===== src/rtl/alu_seq.sv =====
`default_nettype none
// ============================================================================
//  Module   : alu_seq
//  Brief    : Multi-slice ALU sequencer, one SLICE-bit slice per clock,
//             start/ready/done handshake and persistent carry flag.
//  Revision : 1.0 - initial release
// ============================================================================
module alu_seq #(
    parameter int WIDTH = 16,
    parameter int SLICE = 8
) (
    input  logic             clk,
    input  logic             reset,
    input  logic             start,
    input  logic [3:0]       operation,
    input  logic [WIDTH-1:0] lhs,
    input  logic [WIDTH-1:0] rhs,
    output logic             ready,
    output logic             busy,
    output logic             done,
    output logic [WIDTH-1:0] result,
    output logic             carry,
    output logic             zero
);

    localparam int NSLICE = WIDTH / SLICE;
    localparam int CW     = (NSLICE > 1) ? $clog2(NSLICE) : 1;
    localparam logic [CW-1:0] LAST = CW'(NSLICE - 1);

    localparam logic [3:0] OP_NOP  = 4'd0;
    localparam logic [3:0] OP_SHL  = 4'd1;
    localparam logic [3:0] OP_SHR  = 4'd2;
    localparam logic [3:0] OP_ADD  = 4'd3;
    localparam logic [3:0] OP_ADDC = 4'd4;
    localparam logic [3:0] OP_INC  = 4'd5;
    localparam logic [3:0] OP_INCC = 4'd6;
    localparam logic [3:0] OP_SUB  = 4'd7;
    localparam logic [3:0] OP_SUBB = 4'd8;
    localparam logic [3:0] OP_DEC  = 4'd9;
    localparam logic [3:0] OP_AND  = 4'd10;
    localparam logic [3:0] OP_OR   = 4'd11;
    localparam logic [3:0] OP_XOR  = 4'd12;
    localparam logic [3:0] OP_NOT  = 4'd13;

    generate
        if ((WIDTH < SLICE) || (WIDTH % SLICE != 0)) begin : g_bad_param
            $error("alu_seq: WIDTH must be a positive multiple of SLICE");
        end
    endgenerate

    typedef enum logic [1:0] {
        ST_IDLE = 2'd0,
        ST_RUN  = 2'd1,
        ST_DONE = 2'd2
    } state_t;

    state_t             state_q;
    logic [3:0]         op_q;
    logic [WIDTH-1:0]   lhs_q;
    logic [WIDTH-1:0]   rhs_q;
    logic               chain_q;
    logic [CW-1:0]      cnt_q;
    logic [WIDTH-1:0]   result_q;
    logic               carry_q;
    logic               zero_q;
    logic               ready_q;
    logic               busy_q;
    logic               done_q;

    logic [CW-1:0]      w_pos;
    int                 w_base;
    logic [SLICE-1:0]   w_a;
    logic [SLICE-1:0]   w_b;
    logic [SLICE-1:0]   w_b_op;
    logic [SLICE:0]     w_sum;
    logic [SLICE-1:0]   w_slice;
    logic               w_cout;
    logic               cin_d;
    logic [WIDTH-1:0]   result_d;

    // Carry-in of slice 0, chosen from the incoming opcode and the flag at accept.
    always_comb begin
        cin_d = 1'b0;
        case (operation)
            OP_ADDC, OP_INCC, OP_SUBB: cin_d = carry_q;
            OP_INC, OP_SUB:            cin_d = 1'b1;
            default:                   cin_d = 1'b0;
        endcase
    end

    always_comb begin
        w_pos  = (op_q == OP_SHR) ? (LAST - cnt_q) : cnt_q;
        w_base = int'(w_pos) * SLICE;
        w_a    = lhs_q[w_base +: SLICE];
        w_b    = rhs_q[w_base +: SLICE];

        w_b_op = '0;
        case (op_q)
            OP_ADD, OP_ADDC: w_b_op = w_b;
            OP_SUB, OP_SUBB: w_b_op = ~w_b;
            OP_DEC:          w_b_op = '1;
            default:         w_b_op = '0;
        endcase
        w_sum = {1'b0, w_a} + {1'b0, w_b_op} + {{SLICE{1'b0}}, chain_q};

        w_slice = '0;
        w_cout  = 1'b0;
        case (op_q)
            OP_SHL:  {w_cout, w_slice} = {w_a, chain_q};
            OP_SHR:  {w_slice, w_cout} = {chain_q, w_a};
            OP_ADD, OP_ADDC, OP_INC, OP_INCC,
            OP_SUB, OP_SUBB, OP_DEC:
                     {w_cout, w_slice} = w_sum;
            OP_AND:  w_slice = w_a & w_b;
            OP_OR:   w_slice = w_a | w_b;
            OP_XOR:  w_slice = w_a ^ w_b;
            OP_NOT:  w_slice = ~w_b;
            default: begin
                w_slice = '0;
                w_cout  = 1'b0;
            end
        endcase

        result_d = result_q;
        result_d[w_base +: SLICE] = w_slice;
    end

    always_ff @(posedge clk) begin
        if (reset) begin
            state_q  <= ST_IDLE;
            op_q     <= OP_NOP;
            lhs_q    <= '0;
            rhs_q    <= '0;
            chain_q  <= 1'b0;
            cnt_q    <= '0;
            result_q <= '0;
            carry_q  <= 1'b0;
            zero_q   <= 1'b0;
            ready_q  <= 1'b1;
            busy_q   <= 1'b0;
            done_q   <= 1'b0;
        end else begin
            done_q <= 1'b0;
            case (state_q)
                ST_IDLE: begin
                    if (start) begin
                        op_q    <= operation;
                        lhs_q   <= lhs;
                        rhs_q   <= rhs;
                        chain_q <= cin_d;
                        cnt_q   <= '0;
                        ready_q <= 1'b0;
                        // nop never clocks the datapath: result and flags hold.
                        if (operation == OP_NOP) begin
                            state_q <= ST_DONE;
                            done_q  <= 1'b1;
                        end else begin
                            state_q <= ST_RUN;
                            busy_q  <= 1'b1;
                        end
                    end
                end
                ST_RUN: begin
                    result_q <= result_d;
                    chain_q  <= w_cout;
                    cnt_q    <= cnt_q + 1'b1;
                    if (cnt_q == LAST) begin
                        carry_q <= w_cout;
                        zero_q  <= (result_d == '0);
                        state_q <= ST_DONE;
                        busy_q  <= 1'b0;
                        done_q  <= 1'b1;
                    end
                end
                ST_DONE: begin
                    state_q <= ST_IDLE;
                    ready_q <= 1'b1;
                end
                default: begin
                    state_q <= ST_IDLE;
                    ready_q <= 1'b1;
                    busy_q  <= 1'b0;
                end
            endcase
        end
    end

    assign ready  = ready_q;
    assign busy   = busy_q;
    assign done   = done_q;
    assign result = result_q;
    assign carry  = carry_q;
    assign zero   = zero_q;

endmodule
`default_nettype wire


===== config.mk =====
export PLATFORM = sky130hd
export DESIGN_NAME = alu_seq
export DESIGN_NICKNAME = d
export VERILOG_FILES = /design/src/rtl/alu_seq.sv
export SDC_FILE = /design/constraint.sdc
export NUM_CORES = 1
export LEC_CHECK = 0
export ABC_AREA = 1
export CAP_MARGIN = 20
export CORE_MARGIN = 10
export CORE_UTILIZATION = 40
export CTS_CLUSTER_SIZE = 25
export DETAILED_ROUTE_END_ITERATION = 8
export HOLD_SLACK_MARGIN = 0.12
export SLEW_MARGIN = 30
export SYNTH_ARGS = -nofsm -noshare
export SYNTH_HDL_FRONTEND = slang
export SYNTH_SLANG_ARGS = --single-unit

===== constraint.sdc =====
create_clock -name clk -period 3.8 [get_ports clk]
set_input_delay 0.95 -clock clk [delete_from_list [all_inputs] [get_ports clk]]
set_output_delay 0.95 -clock clk [all_outputs]
set_load 0.05 [all_outputs]

# Word level (Yosys, flattened, before mapping)
# Index checks and enable logic that the tools add are counted.
# word_totals
register_bits	61
latchBits	0
ramBits	0
rom_bits	0
wordCells	88
mem_count	0
# classes
add_sub_neg	5
n_mul	0
n_div	0
n_lt_le_gt_ge	0
eq_ne	23
shift	4
mux	23
n_bitwise	6
n_reduce_logical	15
# ops
operator	count
one-hot mux 8 bit (7 select lines)	1
negation 4 -> 33 bit	1
variable shift 8 x 33 -> 16 bit, first input constant	1
indexed part select 8 x 33 -> 16 bit	1
equality test 4 x 3 -> 1 bit, second input constant	8
indexed part select 16 x 5 -> 8 bit	2
equality test 4 bit, second input constant	7
one-hot mux 8 bit (3 select lines)	1
bitwise mux 16 bit	1
logical NOT 16 bit	1
one-hot mux 1 bit (2 select lines)	5
AND reduction 2 bit	5
adder 8 x 8 -> 9 bit	1
adder 9 x 1 -> 9 bit	1
2-to-1 mux 1 bit	9
bitwise AND 8 bit	1
equality test 4 x 2 -> 1 bit, second input constant	2
NOT 8 bit	1
OR 8 bit	1
XOR 8 bit	1
OR reduction 7 bit	1
2-to-1 mux 2 bit	3
inequality test 2 bit, second input constant	3
one-hot mux 1 bit (3 select lines)	2
other kinds (13)	16

# Longest topological paths before layout
# logic_depth
ltp_word	11
mapped_depth	28
depth_no_buf	28

# Worst setup path before layout
# OpenSTA, ideal clock, no wires.
# synth_timing
path_type	reg2reg
startpoint	register op_q[0]
endpoint	register zero_q, in the netlist zero
arrival_ns	3.007
required_ns	3.735
setup_slack_ns	0.728
path_stages_with_launch	19
period_less_slack_ns	3.072
path_cell_list	dfxtp_1 -> nor2_1 -> o22ai_1 -> o211ai_1 -> fa_1 -> fa_1 -> xnor2_1 -> nor2_1 -> nor2_1 -> nand2_1 -> nor2_1 -> nand2_1 -> nand2_1 -> nand2_1 -> nor2_1 -> nand3_1 -> nor2_1 -> nor2_1 -> nor2_1
# synth_via
elab_chain_cells	11
# synth_lines
item	line_no	rtl
start, declared	58	logic [3:0] op_q;
start signal, assigned	147	op_q <= operation;
equality test 4 x 2 -> 1 bit	92, 108	
2-to-1 mux 1 bit	92	w_pos = (op_q == OP_SHR) ? (LAST - cnt_q) : cnt_q;
indexed part select 16 x 5 -> 8 bit	95	w_b = rhs_q[w_base +: SLICE];
NOT 8 bit	100, 117	
one-hot mux 8 bit (3 select lines)	98	case (op_q)
adder 8 x 8 -> 9 bit	104	w_sum = {1'b0, w_a} + {1'b0, w_b_op} + {{SLICE{1'b0}}, chain_q};
adder 9 x 1 -> 9 bit	104	
one-hot mux 8 bit (7 select lines)	108	case (op_q)
indexed part select 8 x 33 -> 16 bit	125	result_d[w_base +: SLICE] = w_slice;
bitwise mux 16 bit (*)	125	
logical NOT 16 bit (*)	169	zero_q <= (result_d == '0);
end signal, assigned	169	
end, declared	65	logic zero_q;
# Mark *: on every way between the ends. The rest lies on a longest branch, timed or not.
# A chain may end at the register's enable or synchronous reset.

# Worst setup path in the final report
# layout_timing
startpoint	register op_q[3]
endpoint	register zero_q, in the netlist zero
# The elaborated chain is that of the path after synthesis.

==> reports/results.tsv <==
stage	metric	value	unit
global_route	initial antenna violation count	0	
die	die area	14500	um2
power_and_ir_drop	P_int	1320	uW
synthesis	Yosys cell types	35	
routing	DR vias/cell	5.04	
routing	Initial DRC Count	349	
global_route	Total GRT Usage	17.1	%
routing	Vias	4127	
sta	worst clock skew	0.00592	ns
power_and_ir_drop	Lkg Pwr	0.00229	uW
worst_setup_path	CP Capture Type	register	
clocking	H-tree depth	3	
synthesis	Synth Net Count	690	
die	Die W	121	um
finish	Post-Layout Inst Area	4940	um2
finish	share of layout cells above drive strength 1	7.87	%
routing	DRC violations left	0	
synthesis	Cell Area, Synth	4040	um2
sta	final hold slack	0.461	ns
clocking	Num CTS Buffers	9	
sta	fmax	0.290	GHz
sta	Worst-Margin Slew	0.796	ns
synthesis	Synth top area share	30.2	%
clocking	Clock Sinks	61	
routing	final WL	12.4	mm
power_and_ir_drop	Tot Pwr	2180	uW
synthesis	Synth Register Bits	61	
sta	RSZ-0062 raised after global routing	no	
placement	placement-stage cell area	4730	um2
synthesis	EDFF count, synth	0	
routing	drt first pass iters	5	
worst_setup_path	crit start category	register	
global_route	Remaining Overflow, GRT	0	
sta	Slew Limit Fails	0	
global_route	vias in the first global route	3932	
status	status	finished clean	
clocking	CTS tree	yes	
global_route	met3 Use GR	4.19	%
worst_setup_path	crit-path cells	nor2_4, nand3_2, nand2_8, nand2_1, nand2_1, o211ai_1, fa_2, fa_1, xnor2_1, nor2_1, nor2_1, nand2_1, nor2_1, nand2_1, nand2_1, nand2_1, nor2_1, nand3_1, nor2_1, nor2_1, nor2_1	
global_route	first-pass GRT wire length	19.9	mm
worst_setup_path	CP max-delay cell	fa_1	
global_route	gr busiest metal	met2	
routing	Routed Antenna Nets	0	
power_and_ir_drop	Peak VDD IR	0.000249	V
placement	RePlAce Congestion	0.920	
worst_hold_path	Worst Hold Class	reg -> reg	
sta	Setup-failing EPs final	0	
synthesis	Yosys top cell by area	dfxtp_1	
routing	wire per inst	15.1	um
sta	setup TNS	0	ns
power_and_ir_drop	register share of total power	34.3	%
die	Core Area	9820	um2
die	Die H	121	um
power_and_ir_drop	Clk pwr share	26.4	%
global_route	met2 Use GR	26.3	%
synthesis	Synth area leaders	dfxtp_1, nand2_1, nor2_1	
power_and_ir_drop	switching pwr	856	uW
worst_setup_path	most frequent cell on the critical path	nor2_1	
placement	number of buffers inserted by port buffering	59	
synthesis	Mean Syn Cell Area	6.44	um2
sta	Fin. Hold Viols	0	
sta	worst rel slew slack	46.7	%
synthesis	sequential cell area fraction in the yosys report	30.2	%
die	FP Rows	36	
global_route	met1 Usage GRT	22.1	%
worst_setup_path	worst path bufs/invs	0	
power_and_ir_drop	combinational share of power	39.3	%
clocking	Clock Latency Late Sink	0.34	ns
worst_setup_path	delay-heaviest family, CP	simple AND/OR/NAND/NOR gates	
worst_setup_path	WP data arrival	3.72	ns
sta	period utilization	90.6	%
synthesis	async set-reset flop share out of synthesis	0	%
clocking	Clock transition at path regs	0.07	ns
die	IO Pins	60	
die	Initial Util	41.1	%
worst_setup_path	Setup CP Type	reg -> reg	
synthesis	Syn Inst Count	627	
finish	final core utilization	50.3	%
global_route	largest net degree at the start of global routing	57	
finish	nets@finish	744	
power_and_ir_drop	sw frac	39.3	%
power_and_ir_drop	Pwr Density	441	nW/um2
finish	Area growth syn-to-layout	22.4	%
sta	Final min period	3.44	ns
worst_setup_path	CP Max Fanout	22	
clocking	CTS Buffer Depth	2	
synthesis	number of synthesis warnings	0	
finish	Ant. Diodes	0	
worst_setup_path	Worst path max stage delay	0.44	ns
clocking	Root Buffer	clkbuf_8	
placement	HPWL Detailed	9.80	mm
synthesis	ys flop type	dfxtp_1	
worst_setup_path	Worst Path Required	4.08	ns
job	# Max-Cap Violations	0	
-- worst min-delay path, stage by stage, from the launching register on --
cell,delay [ns]
dfxtp_1,0.30
inv_1,0.06
a21oi_1,0.05
-- metal layers --
layer	vias up	part of all wire, %
met5	-	0
met2	84	44
met4	0	2.7
li1	2153	-
met3	21	4.4
met1	1869	49
-- synthesized netlist by cell type (4+ instances only) --
master and count:
nand2_1 144, nor2_1 85, inv_1 66, dfxtp_1 61, nand3_1 60, o21ai_0 59, a21oi_1 42, ha_1 22
clkbuf_1 17, or2_2 15, o211ai_1 10, nand3_2 7, nand2_4 4
-- stage by stage --
step	worst slack, ns	instances
global placement	0.393	803
finish	0.356	819
floorplan	0.728	627
detailed placement	0.280	803
CTS	0.239	819
global route	0.00501	819
-- power groups by stage --
stage | Clock, uW | Combinational [uW] | Sequential, uW
2_1_floorplan | 0 | 534 | 825
3_3_place_gp | 0 | 841 | 758
3_5_place_dp | 0 | 847 | 760
4_1_cts | 592 | 851 | 746
5_1_grt | 620 | 964 | 753
6_report | 576 | 856 | 747
-- state kept, by name (all words and copies together) (netlist names) --
| signal | cells |
|---|---|
| lhs_q | 16 |
| state_q | 2 |
| carry | 1 |
| op_q | 4 |
| cnt_q | 1 |
| ready | 1 |
| done | 1 |
| chain_q | 1 |
| rhs_q | 16 |
| busy | 1 |
| result | 16 |
| zero | 1 |
-- area by class of cell --
class	count	area (um2)
fillers	1066	4880
multi-input cells	475	2460
flip-flops and latches	61	1220
repair buffers	66	643
inverters	68	255
well taps	133	166
clock buffers	12	145
clock inverters	4	47.5
-- logic make-up after synthesis --
kind of cell | count (synthesis) | synth area share (%)
flip-flops | 61 | 30.2
AND/OR/NAND/NOR | 327 | 36.2
buffers and inverters | 91 | 9.17
XOR/XNOR | 1 | 0.217
AO/OA/AOI/OAI | 123 | 16.4
adder cells (fa/ha/maj) | 24 | 7.80
-- path summary, 6_finish.rpt --
path                                             from                    end  slack (ns)  depth (start not counted)
worst min register to register  lhs_q[7]$_SDFFE_PP0P_  lhs_q[7]$_SDFFE_PP0P_        0.46                          2
worst min-delay path            lhs_q[7]$_SDFFE_PP0P_  lhs_q[7]$_SDFFE_PP0P_        0.46                          2
worst max register to register   op_q[3]$_SDFFE_PP0P_      zero$_SDFFE_PP0P_        0.36                         21
worst max-delay path             op_q[3]$_SDFFE_PP0P_      zero$_SDFFE_PP0P_        0.36                         21
-- cells in the final DEF, fill, tap and decap left out, types with 10 or more instances in the layout --
master / count
or2_2: 15
o21ai_0: 59
inv_1: 66
dfxtp_1: 61
nand2_1: 144
a21oi_1: 42
clkbuf_8: 10
clkdlybuf4s50_1: 59
nor2_1: 85
nand3_1: 60
ha_1: 22
o211ai_1: 10
-- repair_timing --
action | 4_1_cts | 5_1_grt
setup buffers | 0 | 0
hold buffers | 0 | 0
endpoints found under the setup margin | 0 | 1
resized for setup | 0 | 3
No activity file was read; power rests on OpenSTA's default activity.
==> RTL change (same settings) <==
Encoding of `state_t`: now one-hot (3 bits for 3 states).
--- a/src/rtl/alu_seq.sv
+++ b/src/rtl/alu_seq.sv
@@ -49,8 +49,8 @@
     endgenerate
 
-    typedef enum logic [1:0] {
-        ST_IDLE = 2'd0,
-        ST_RUN  = 2'd1,
-        ST_DONE = 2'd2
+    typedef enum logic [2:0] {
+        ST_IDLE = 3'b001,
+        ST_RUN  = 3'b010,
+        ST_DONE = 3'b100
     } state_t;
 
Function: no difference found for any inputs over 4 cycles, from zero or initial values and one cycle with reset high; so few cycles prove little.
==> RTL change against the unedited design <==
  * Worst setup slack better by 0.023 ns
  * Non-clock buffer count grew 4
  * Design area is 1.8% higher
  * Routed wire length grew 2.4%
  * Count of clock-buffer cells in the layout shrank 2
  * Total power down 9.3%
  * Fmax grew 0.66%
  * Clock skew grew 0.0016 ns
  * Area after synthesis rose by 0.81%
  * Clock power up 1%
  * Worst hold slack worse by 0.0044 ns
  * Sequential cell count rose by 1
  * Global-route usage up 0.50 points
  * First-iteration DRC count rose by 4.3%
  * Critical path type unchanged
  * Highest routed layer unchanged
==> RTL change: results (changes against the unedited design) <==
status: completed (unchanged)
Top delay family on crit path: simple AND/OR/NAND/NOR gates (unchanged)
met3 WL: 660 um (was 539 um)
Leak: 2.30 nW (was 2.29 nW)
pin count of the biggest net entering global routing: 55 (was 57)
Crit-path slowest cell: dfxtp_1 (was fa_1)
CTS Buffer Depth: 2 (unchanged)
per-cell routed wire length: 15.4 um (was 15.1 um)
GPL Wtd Cong: 0.926 (was 0.920)
Flop pwr share: 36.8% (was 34.3%)
Clk Latency, worst-skew pair: 0.35 ns
Fin Clk Skew: 0.00757 ns (was 0.00592 ns)
Initial DRC Count: 364 (was 349)
CP max FO: 12 (was 22)
register area share after synthesis: 30.5% (was 30.2%)
Synth Area in Adders: 7.74% (was 7.80%)
M2 GR Usage: 28.4% (was 26.3%)
vias in the first global route: 4052 (was 3932)
area of the multi-input gates: 0.00248 mm^2 (was 0.00246 mm^2)
Layout non-clock buf frac: 13.4% (was 13.0%)
met3 usage: 3.49% (was 4.19%)
vias post-DR: 4163 (was 4127)
Fillers: 1021 (was 1066)
Seq Cell Count: 62 (was 61)
DP Area: 0.00479 mm^2 (was 0.00473 mm^2)
post-synthesis mux area share: 0% (unchanged)
wl on met1: 6090 um (was 6100 um)
Multi-In Gates: 470 (was 475)
Synth top area share: 30.5% (was 30.2%)
Signal buffers: 70 (was 66)
Synth Area in Compound Gates: 16.9% (was 16.4%)
Cell variety after synth: 38 (was 35)
Synth top cells by count: 142 x nand2_1, 79 x nor2_1, 70 x inv_1 (was 144 x nand2_1, 85 x nor2_1, 66 x inv_1)
Post-Synth XOR/XNOR Area: 0.215% (was 0.217%)
crit path DAT: 3.71 ns (was 3.72 ns)
maximum vdd drop: 0.203 mV (was 0.249 mV)
global-route usage over all layers: 17.6% (was 17.1%)
Max-slew headroom: 47.3% (was 46.7%)
DR WL met2: 5730 um (was 5390 um)
Psw: 0.721 mW (was 0.856 mW)
share of layout cells above drive strength 1: 9.13% (was 7.87%)
clock buffers: 10 (was 12)
main area contributors after synthesis: dfxtp_1 30%, nand2_1 13%, o21ai_0 7.6% (was dfxtp_1 30%, nand2_1 13%, nor2_1 7.9%)
clock network fraction of design power: 29.5% (was 26.4%)
## RTL change: stage by stage
step | hold slack, ns | cells | worst slack, ns | utilization (%) | total power, mW
2_1_floorplan | 0.430 | 627 | 0.755 | - | 1.20
3_3_place_gp | 0.449 | 806 | 0.199 | 48.6 | 1.39
3_5_place_dp | 0.451 | 806 | 0.132 | 48.6 | 1.39
4_1_cts | 0.460 | 821 | 0.113 | 50.6 | 1.98
5_1_grt | 0.481 | 823 | 0.00488 | 51.0 | 2.12
6_report | 0.456 | 823 | 0.378 | 51.0 | 1.98
## RTL change: final timing paths
kind | slack (ns) | endpoint | depth (start not counted) | start
worst min register to register | 0.46 | lhs_q[10] | 2 | lhs_q[10]
worst min-delay path | 0.46 | lhs_q[10] | 2 | lhs_q[10]
worst max register to register | 0.38 | zero | 20 | op_q[2]
worst max-delay path | 0.38 | zero | 20 | op_q[2]
## RTL change: repair_timing
item	4_1_cts	5_1_grt
setup buffers	0	2
setup endpoints to repair	0	2
resized for setup	0	9
